[src/rtl/srt_denorm.sv]
// Iterative right-shift denormalizer for the SRT divider: undoes LZD normalization STEP bits per cycle,
// reporting zero and sticky. Define SRT_DENORM_SIGNED_EN for arithmetic (sign-fill) shifting.
module srt_denorm #(
    parameter  int unsigned WIDTH = 16,
    parameter  int unsigned STEP  = 4,
    localparam int unsigned SHW   = $clog2(WIDTH)
) (
    input  logic             clk,
    input  logic             rst_n,
    input  logic             in_valid,
    output logic             in_ready,
    input  logic [WIDTH-1:0] in_data,
    input  logic [SHW-1:0]   in_shamt,
    output logic             out_valid,
    input  logic             out_ready,
    output logic [WIDTH-1:0] out_data,
    output logic             out_zero,
    output logic             out_sticky,
    output logic             busy
);

    // One extra bit so STEP == WIDTH is representable alongside the count.
    localparam int unsigned    AW     = SHW + 1;
    localparam logic [AW-1:0]  STEP_A = AW'(STEP);

    typedef enum logic [1:0] {
        IDLE  = 2'd0,
        SHIFT = 2'd1,
        DONE  = 2'd2
    } state_t;

    state_t           state_q, state_d;
    logic [WIDTH-1:0] data_q, data_d;
    logic [SHW-1:0]   cnt_q, cnt_d;
    logic             sticky_q, sticky_d;
    logic [AW-1:0]    amt_c;
    logic [WIDTH-1:0] lost_mask_c;
    logic [WIDTH-1:0] shifted_c;

`ifdef SRT_DENORM_SIGNED_EN
    logic             sign_q, sign_d;
    logic [WIDTH-1:0] fill_mask_c;
`endif

    // Bits moved this cycle: a full STEP, or the remaining count on the final pass.
    assign amt_c       = (AW'(cnt_q) >= STEP_A) ? STEP_A : AW'(cnt_q);
    assign lost_mask_c = ~({WIDTH{1'b1}} << amt_c);

`ifdef SRT_DENORM_SIGNED_EN
    assign fill_mask_c = ~({WIDTH{1'b1}} >> amt_c);
    assign shifted_c   = (data_q >> amt_c) | (sign_q ? fill_mask_c : '0);
`else
    assign shifted_c   = data_q >> amt_c;
`endif

    // State and datapath registers.
    always_ff @(posedge clk) begin
        if (!rst_n) begin
            state_q  <= IDLE;
            data_q   <= '0;
            cnt_q    <= '0;
            sticky_q <= 1'b0;
`ifdef SRT_DENORM_SIGNED_EN
            sign_q   <= 1'b0;
`endif
        end else begin
            state_q  <= state_d;
            data_q   <= data_d;
            cnt_q    <= cnt_d;
            sticky_q <= sticky_d;
`ifdef SRT_DENORM_SIGNED_EN
            sign_q   <= sign_d;
`endif
        end
    end

    // Next-state and datapath update.
    always_comb begin
        state_d  = state_q;
        data_d   = data_q;
        cnt_d    = cnt_q;
        sticky_d = sticky_q;
`ifdef SRT_DENORM_SIGNED_EN
        sign_d   = sign_q;
`endif
        case (state_q)
            IDLE: begin
                if (in_valid) begin
                    data_d   = in_data;
                    cnt_d    = in_shamt;
                    sticky_d = 1'b0;
`ifdef SRT_DENORM_SIGNED_EN
                    sign_d   = in_data[WIDTH-1];
`endif
                    state_d  = SHIFT;
                end
            end
            SHIFT: begin
                data_d   = shifted_c;
                sticky_d = sticky_q | (|(data_q & lost_mask_c));
                if (AW'(cnt_q) >= STEP_A) begin
                    cnt_d = cnt_q - SHW'(STEP);
                end else begin
                    cnt_d   = '0;
                    state_d = DONE;
                end
            end
            DONE: begin
                if (out_ready) begin
                    state_d = IDLE;
                end
            end
            default: state_d = IDLE;
        endcase
    end

    assign in_ready   = (state_q == IDLE);
    assign out_valid  = (state_q == DONE);
    assign busy       = (state_q != IDLE);
    assign out_data   = data_q;
    assign out_zero   = ~|data_q;
    assign out_sticky = sticky_q;

endmodule

[config.mk]
export PLATFORM = sky130hd
export DESIGN_NAME = srt_denorm
export DESIGN_NICKNAME = d
export VERILOG_FILES = /design/src/rtl/srt_denorm.sv
export SDC_FILE = /design/constraint.sdc
export NUM_CORES = 1
export LEC_CHECK = 0
export BUFFER_PORTS_ARGS = -buffer_cell sky130_fd_sc_hd__buf_2
export CELL_PAD_IN_SITES_DETAIL_PLACEMENT = 1
export CELL_PAD_IN_SITES_GLOBAL_PLACEMENT = 2
export CORE_ASPECT_RATIO = 0.7
export CORE_UTILIZATION = 29
export DETAILED_ROUTE_END_ITERATION = 6
export GPL_TIMING_DRIVEN = 0
export PLACE_DENSITY_LB_ADDON = 0.1
export SYNTH_ARGS = -nofsm -noshare
export SYNTH_HDL_FRONTEND = slang
export SYNTH_SLANG_ARGS = --single-unit
[constraint.sdc]
create_clock -name clk -period 1.95 [get_ports clk]
set_input_delay 0.0975 -clock clk [delete_from_list [all_inputs] [get_ports clk]]
set_output_delay 0.0975 -clock clk [all_outputs]
set_load 0.005 [all_outputs]
Word level (Yosys, flattened, before mapping)
Cells that the tools add are included.
{ "totals": {"ff_bits": 23, "out_inout_bits": 21, "wordCells": 36} }
{ "classes": {"addsub": 1, "n_lt_le_gt_ge": 1, "eq_ne": 5, "n_shift": 2, "mux": 12, "bitwise_logic": 3, "n_reduce_logical": 8} }
{ "ops": {"columns": ["cell", "n"], "rows": [
  ["$pmux W16 S2", 1],
  ["$reduce_or A16 Y1", 2],
  ["$and A16 B16 Y16", 1],
  ["$mux W16", 1],
  ["$not A16 Y16", 1],
  ["$shl A16 B4 Y16 const A", 1],
  ["$shr A16 B4 Y16", 1],
  ["$mux W4", 3],
  ["$pmux W4 S2", 1],
  ["$mux W2", 3],
  ["$pmux W2 S3", 1],
  ["$ge A4 B3 Y1 const B", 1],
  ["$ne A2 B2 Y1 const B", 2],
  ["$reduce_bool A2 Y1", 2],
  ["$sub A4 B3 Y4 const B", 1],
  ["$reduce_and A3 Y1", 1],
  ["$eq A2 B1 Y1 const B", 1],
  ["$eq A2 B2 Y1 const B", 1],
  ["$logic_not A2 Y1", 1],
  ["$ne A2 B1 Y1 const B", 1],
  ["$pmux W1 S2", 1],
  ["$reduce_and A2 Y1", 1],
  ["$logic_not A1 Y1", 1],
  ["$mux W1", 1],
  ["$or A1 B1 Y1", 1]
]} }

Depth between registers and ports, before layout
Gate-level depths: netlist of run 1.
{ "logic_depth": {"ltp_word": 8, "ltp_mapped": 7} }

Least setup slack after synthesis of run 1
OpenSTA, ideal clock, no wires.
{ "synth_path": {"kind": "register -> register", "from": "register cnt_q[0]", "to": "register data_q[2], in the netlist out_data[2]", "setup_ps": 130, "arrival_time_ps": 1490, "slack_ps": 330, "stages_incl_launch_ff": 6, "path_cell_list": "dfxtp_1 buf_2 buf_2 mux2_2 a2111oi_0 a21oi_1"} }
{ "synth_via": {"elab_chain_len": 4} }
{ "synth_lines": {"columns": ["item", "line_no", "rtl"], "rows": [
  ["from (decl)", "34", "logic [SHW-1:0] cnt_q, cnt_d;"],
  ["from (signal assigned)", "69", "cnt_q <= cnt_d;"],
  ["$ge A4 B3 Y1", "46", "assign amt_c = (AW'(cnt_q) >= STEP_A) ? STEP_A : AW'(cnt_q);"],
  ["$mux W4 *", "46", null],
  ["$shr A16 B4 Y16 *", "53", "assign shifted_c = data_q >> amt_c;"],
  ["$pmux W16 S2 *", "86", "case (state_q)"],
  ["to (signal assigned)", "68", "data_q <= data_d;"],
  ["to (decl)", "33", "logic [WIDTH-1:0] data_q, data_d;"]
]} }
Mark *: on every way between the ends. The rest lies on a longest branch, timed or not.
A chain may end at the register's enable or synchronous reset.

Worst setup path in the final report of run 1
Same ends and word-level chain as after synthesis.

==> metrics.txt, run 1 <==
grt met2 use=33.0%; Syn. warnings=0; HP Start=in_data[15]; Layout Cells excl Fill=327; most used flip-flop cell after synthesis=dfxtp_1; row count=22; CTS tree=done; # setup viols final=0; final worst setup slack=0.125 ns; Power per Cell Area=736 mW/mm^2; total of max-cap violations=0; fin util=37.0%; Clock Tree Buf Depth=2; Sink Count=23; DRT iter0 DRCs=70; setup tns final=0 ns; DP HPWL=4520 um; GR peak layer=met1; layout cells sized above 1=28.6%; drt wl/cell=18.6 um; Reg-to-Reg Start=cnt_q[0]; Post-Place Worst Slack=0.0929 ns; Post-Syn Area=0.00160 mm^2; Worst R2R Setup Slack=0.12 ns; fraction of registers with async set/reset=0%; period utilization=93.6%; total power=1.44 mW; area leader, netlist=dfxtp_1; CTS Root Cell=clkbuf_8; Syn Area/Cell=7.68 um^2; drt pass-1 iters=4; Worst R2R Path Depth=5; gp weighted congestion=0.829; Slew Limit Fails=0; Die ar.=0.00581 mm^2; leakage=0.807 nW; Final Hold Viols=0; CP Launch Type=flop; vias in the first global route=1757; maximum fanout along the worst path=10; normalized max-slew margin=63.4%; IO Count=45; Design Area, Final=0.00195 mm^2; vias post-DR=1765; GR Util met1=33.4%; post-synth top area share=28.8%; Setup Crit Path Kind=flop to flop; DR DRC count=0; Syn Nets=232; Worst Hold End=out_data[15]; Die Y=64.1 um; Buffers on Ports=43; Synth area leaders=dfxtp_1 (29%), a21oi_1 (7.8%), o21ai_0 (7.2%), mux4_2 (7.0%), a31oi_1 (5.1%); EDFF count, synth=0; RSZ-0062 raised after global routing=no; Mapped Cells=208; ant diodes=0; Hold Path Class=input port to flop; Skew-Pair Late Insertion Delay=0.27 ns; Worst EP required=2.11 ns; CP Capture Type=flop; area of the core=0.00529 mm^2; initial antenna violation count=0; nets@finish=280; Remaining Overflow, GRT=0; die width=90.7 um; flops & latches, synth=23; first-pass GRT wire length=9870 um; Worst-path clk slew=0.09 ns; Avg Vias per Cell=5.40; total CTS buffers=3; area delta synth->final=22.3%; largest net degree at the start of global routing=13; VDD IR max=0.297 mV; CTS H-tree lvls=1; Critical Path AT=1.98 ns; actual slew at the worst max-slew pin=0.550 ns; Synth cell types=41; Post-DRT Antenna Nets=0; placed cell count=323; Final Skew=0.00240 ns; f_max=0.548 GHz; Hold Crit Depth=3; Routed WL=6070 um; register area share after synthesis=28.8%; status=completed; GRT met3 Usage=3.93%; Hold WS=0.0560 ns; GRT Total Usage=22.4%; post-layout min period=1.83 ns; Initial Utilization=30.2%; r2r endpoint=out_data[2]; Post-DP Area=0.00190 mm^2
sequential cells by signal (all words and copies together), names as in the netlist:
name / flops
out_data: 16
cnt_q: 4
out_sticky: 1
state_q: 2
synth_stat cells, types with 3 or more instances:
| master | number |
|---|---|
| a21oi_1 | 25 |
| o21a_1 | 3 |
| nor4_1 | 4 |
| mux4_2 | 5 |
| a31oi_1 | 13 |
| inv_1 | 12 |
| nor2_1 | 11 |
| nand2_1 | 16 |
| o21ai_0 | 23 |
| mux2_2 | 7 |
| nand2b_1 | 3 |
| buf_2 | 8 |
| nor2b_1 | 10 |
| clkbuf_1 | 8 |
| nor3_1 | 4 |
| or3_1 | 3 |
| dfxtp_1 | 23 |
routing by layer:
| layer | up-vias | wire length (um) |
|---|---|---|
| met5 | - | 0 |
| met4 | 0 | 42 |
| met1 | 856 | 3180 |
| met3 | 4 | 272 |
| met2 | 44 | 2570 |
| li1 | 861 | - |
logic make-up (layout without fill, tap and decap cells):
logic type	after synthesis	in the layout	share of synthesized area, %
compound gates	81	81	30.5
buf+inv	30	77	7.67
simple gates	60	60	19.8
mux	14	14	13.2
flops	23	23	28.8
cell usage in the layout, fill, tap and decap left out, types with 2 or more instances in the layout:
cell type  Yosys  final
o21a_1         3      3
mux4_2         5      5
nor3b_1        2      2
a22oi_1        2      2
a21oi_1       25     25
clkbuf_1       8      9
buf_2          8     51
nand2_1       16     16
a311oi_1       2      2
mux2_2         7      7
dfxtp_1       23     23
nand2b_1       3      3
a31oi_1       13     13
a211oi_1       2      2
clkbuf_8       0      3
nor3_1         4      4
nor4_1         4      4
nor2_2         0      2
o21ai_0       23     23
inv_1         12     12
nor2_1        11      9
nor2b_1       10     10
mux2i_1        2      2
or3_1          3      3
worst max-delay path, cell delays in order (launching register included):
cell,delay (ns)
dfxtp_1,0.32
buf_2,0.20
buf_2,0.29
mux2_2,0.36
a2111oi_0,0.42
a21oi_1,0.12
layout make-up:
cell class | instances | area [um^2]
Timing Repair Buffer | 43 | 215
Clock buffer | 4 | 45.0
Tap cell | 72 | 90.1
Buffer | 18 | 78.8
Fill cell | 707 | 3330
Sequential cell | 23 | 460
Multi-Input combinational cell | 155 | 1020
Inverter | 12 | 45.0
worst max-delay path by stage:
stage                     from     endpoint  slack, ns  cells past startpoint
floorplan             cnt_q[0]  out_data[2]       0.33                      5
global placement    state_q[0]  out_data[2]       0.04                      5
detailed placement  state_q[0]  out_data[2]       0.09                      5
CTS                 state_q[0]  out_data[2]       0.06                      5
global route          cnt_q[0]  out_data[2]       0.02                      5
finish                cnt_q[0]  out_data[2]       0.12                      5
where the power goes:
group | internal, mW | switching [mW]
sequential | 0.523 | 0.0890
combinational | 0.224 | 0.280
clock | 0.147 | 0.176
what timing repair did:
item                       4_1_cts  5_1_grt
hold buffers                     0        0
resized for setup                0        3
setup endpoints to repair        0       10
setup buffers                    0        0
No activity file was read; power rests on OpenSTA's default activity.
==> inputs of run 2 (changes only) <==
--- a/config.mk
+++ b/config.mk
@@ -12,7 +12,7 @@
 export CORE_UTILIZATION = 29
 export DETAILED_ROUTE_END_ITERATION = 6
 export GPL_TIMING_DRIVEN = 0
-export PLACE_DENSITY_LB_ADDON = 0.1
+export PLACE_DENSITY_LB_ADDON = 0.15
 export SYNTH_ARGS = -nofsm -noshare
 export SYNTH_HDL_FRONTEND = slang
 export SYNTH_SLANG_ARGS = --single-unit
==> metrics.txt, run 2 (synthesis results as in run 1) <==
status=completed; # setup viols final=0 (unchanged); gp weighted congestion=0.832 (+0.39%); DR DRC count=0 (unchanged); hold_buf cts=0 (unchanged); Largest stage delay, worst path=0.45 ns (+0.03 ns); GRT Total Usage=22.4% (-0.028 points); largest net degree at the start of global routing=14 (+1); fillers=694 (-1.8%); nets@finish=280 (unchanged); r2r endpoint=out_data[2]; Reg-to-Reg Start=cnt_q[0]; setup tns final=0 ns (unchanged); CTS tree=done; CTS H-tree lvls=1 (unchanged); Skew-Pair Late Insertion Delay=0.29 ns (+0.02 ns); layout cells sized above 1=29.4% (+0.78 points); Post CTS Setup Buffer Count=0 (unchanged); most frequent cells in the layout=buf_2 (50), a21oi_1 (25), o21ai_0 (23), dfxtp_1 (23), nand2_1 (16); total CTS buffers=3 (unchanged); critical path depth=5 (unchanged); Worst EP required=2.11 ns (about the same); IO Count=45 (unchanged); top sig layer=met4; normalized max-slew margin=61.5% (-1.9 points); Die Y=64.1 um (unchanged); CP Launch Type=flop; Slew Limit Fails=0 (unchanged); Power per Cell Area=742 mW/mm^2 (+0.83%); M1 wire length=3240 um (+2.0%); f_max=0.540 GHz (-1.3%); CP Capture Type=flop; period utilization=94.9% (+1.3 points); Final Hold Viols=0 (unchanged); area delta synth->final=22.7%; row count=22 (unchanged); Sink Count=23 (unchanged); met3 wire len=259 um (-4.8%); die width=90.7 um (unchanged); area of the core=0.00529 mm^2 (unchanged); ant diodes=0 (unchanged); Crit. Startpoint=cnt_q[0]; maximum fanout along the worst path=10 (unchanged); Avg Vias per Cell=5.40 (unchanged); Hold WS=0.0357 ns (-0.0203 ns); post-layout min period=1.85 ns (+0.0249 ns); Clock Tree Buf Depth=2 (unchanged); placed cell count=323 (unchanged); Layout Cells excl Fill=327 (unchanged); drt pass-1 iters=4 (unchanged); Crit path max-delay family=compound AO/OA/AOI/OAI gates; RSZ-0062 raised after global routing=no; leakage=0.812 nW (+0.65%); DRT iter0 DRCs=128 (+83%); Buffers on Ports=43 (unchanged); slowest stage cell, crit path=a2111oi_1; vias post-DR=1765 (unchanged); Remaining Overflow, GRT=0 (unchanged); max FFs per register=16 (unchanged); drt wl/cell=18.6 um (about the same); Worst R2R Path Depth=5 (unchanged); met2 wire len=2550 um (-1.1%); commonest non-fill, non-tap cell in the layout=buf_2; total of max-cap violations=0 (unchanged); CTS Root Cell=clkbuf_8; Hold Crit Depth=3 (unchanged); first-pass GRT wire length=9910 um (+0.42%); Routed WL=6070 um (about the same); initial antenna violation count=0 (unchanged); Worst R2R Setup Slack=0.1 ns (-0.02 ns); actual slew at the worst max-slew pin=0.578 ns (+0.0280 ns); Buf+Inv Stages, Crit Path=2 (unchanged); Hold Path Class=input port to flop; vias in the first global route=1717 (-2.3%); VDD IR max=0.257 mV (-13%); Critical Path AT=2.01 ns (+0.03 ns); critical path cell sequence=buf_2, clkbuf_4, mux2_2, a2111oi_1, a21oi_1; Final Skew=0.00841 ns (+0.00601 ns); Initial Utilization=30.2% (unchanged); Setup Crit Path Kind=flop to flop; Post-DRT Antenna Nets=0 (unchanged); critical path capture point=out_data[2]; DP HPWL=4390 um (-3.0%); Worst-path clk slew=0.10 ns (about the same); Post-Place Worst Slack=-0.0192 ns (-0.112 ns); Die ar.=0.00581 mm^2 (unchanged); final worst setup slack=0.0998 ns (-0.0249 ns)
[run 2: changes by cell type in the layout (fill, tap and decap cells not counted), sizes merged]
cell / delta
buf: -1
clkinv: +1
[run 2: cell type report]
cell class	count	area (um^2)	share of cell area [%]
buffer	18	82.6	4.21
clock buffer	3	41.3	2.11
clock inverter	1	5.00	0.255
inverter	12	45.0	2.30
multi-input combinational	155	1020	52.1
sequential	23	460	23.5
tap	72	90.1	4.59
timing repair buffer	43	215	11.0
[run 2: tightest hold or removal path: stages]
cell,delay (ns)
buf_2,0.10
nand2_1,0.04
a21boi_1,0.05
[run 2: how the worst min path moves through the flow]
stage | start | end
floorplan | rst_n | out_sticky
global placement | in_data[15] | out_data[15]
detailed placement | in_data[15] | out_data[15]
CTS | in_data[15] | out_data[15]
global route | in_data[15] | out_data[15]
finish | in_data[15] | out_data[15]
[run 2: what timing repair did]
action	in CTS	in global routing
setup endpoints to repair	1	3
pin swaps	0	0
resized for setup	1	6
[run 2: routing by layer]
layer | global-route usage [%] | vias to the layer above
met2 | 33.2 | 46
met5 | 0 | -
met1 | 33.9 | 861
met4 | 3.63 | 0
li1 | - | 855
met3 | 3.57 | 3
[run 2: power by group]
part / switching (mW) / total (mW) / internal, mW
Sequential: 0.0910 / 0.614 / 0.523
Clock: 0.190 / 0.334 / 0.144
Combinational: 0.281 / 0.507 / 0.225
Total: 0.562 / 1.45 / 0.893
[run 2: per-stage QoR]
stage | total power [mW] | utilization (%) | area (um^2)
2_1_floorplan | 0.916 | - | 1600
5_1_grt | 1.55 | 37.1 | 1960
3_5_place_dp | 1.12 | 36.0 | 1900
4_1_cts | 1.46 | 36.9 | 1950
6_report | 1.45 | 37.1 | 1960
3_3_place_gp | 1.12 | 36.0 | 1900
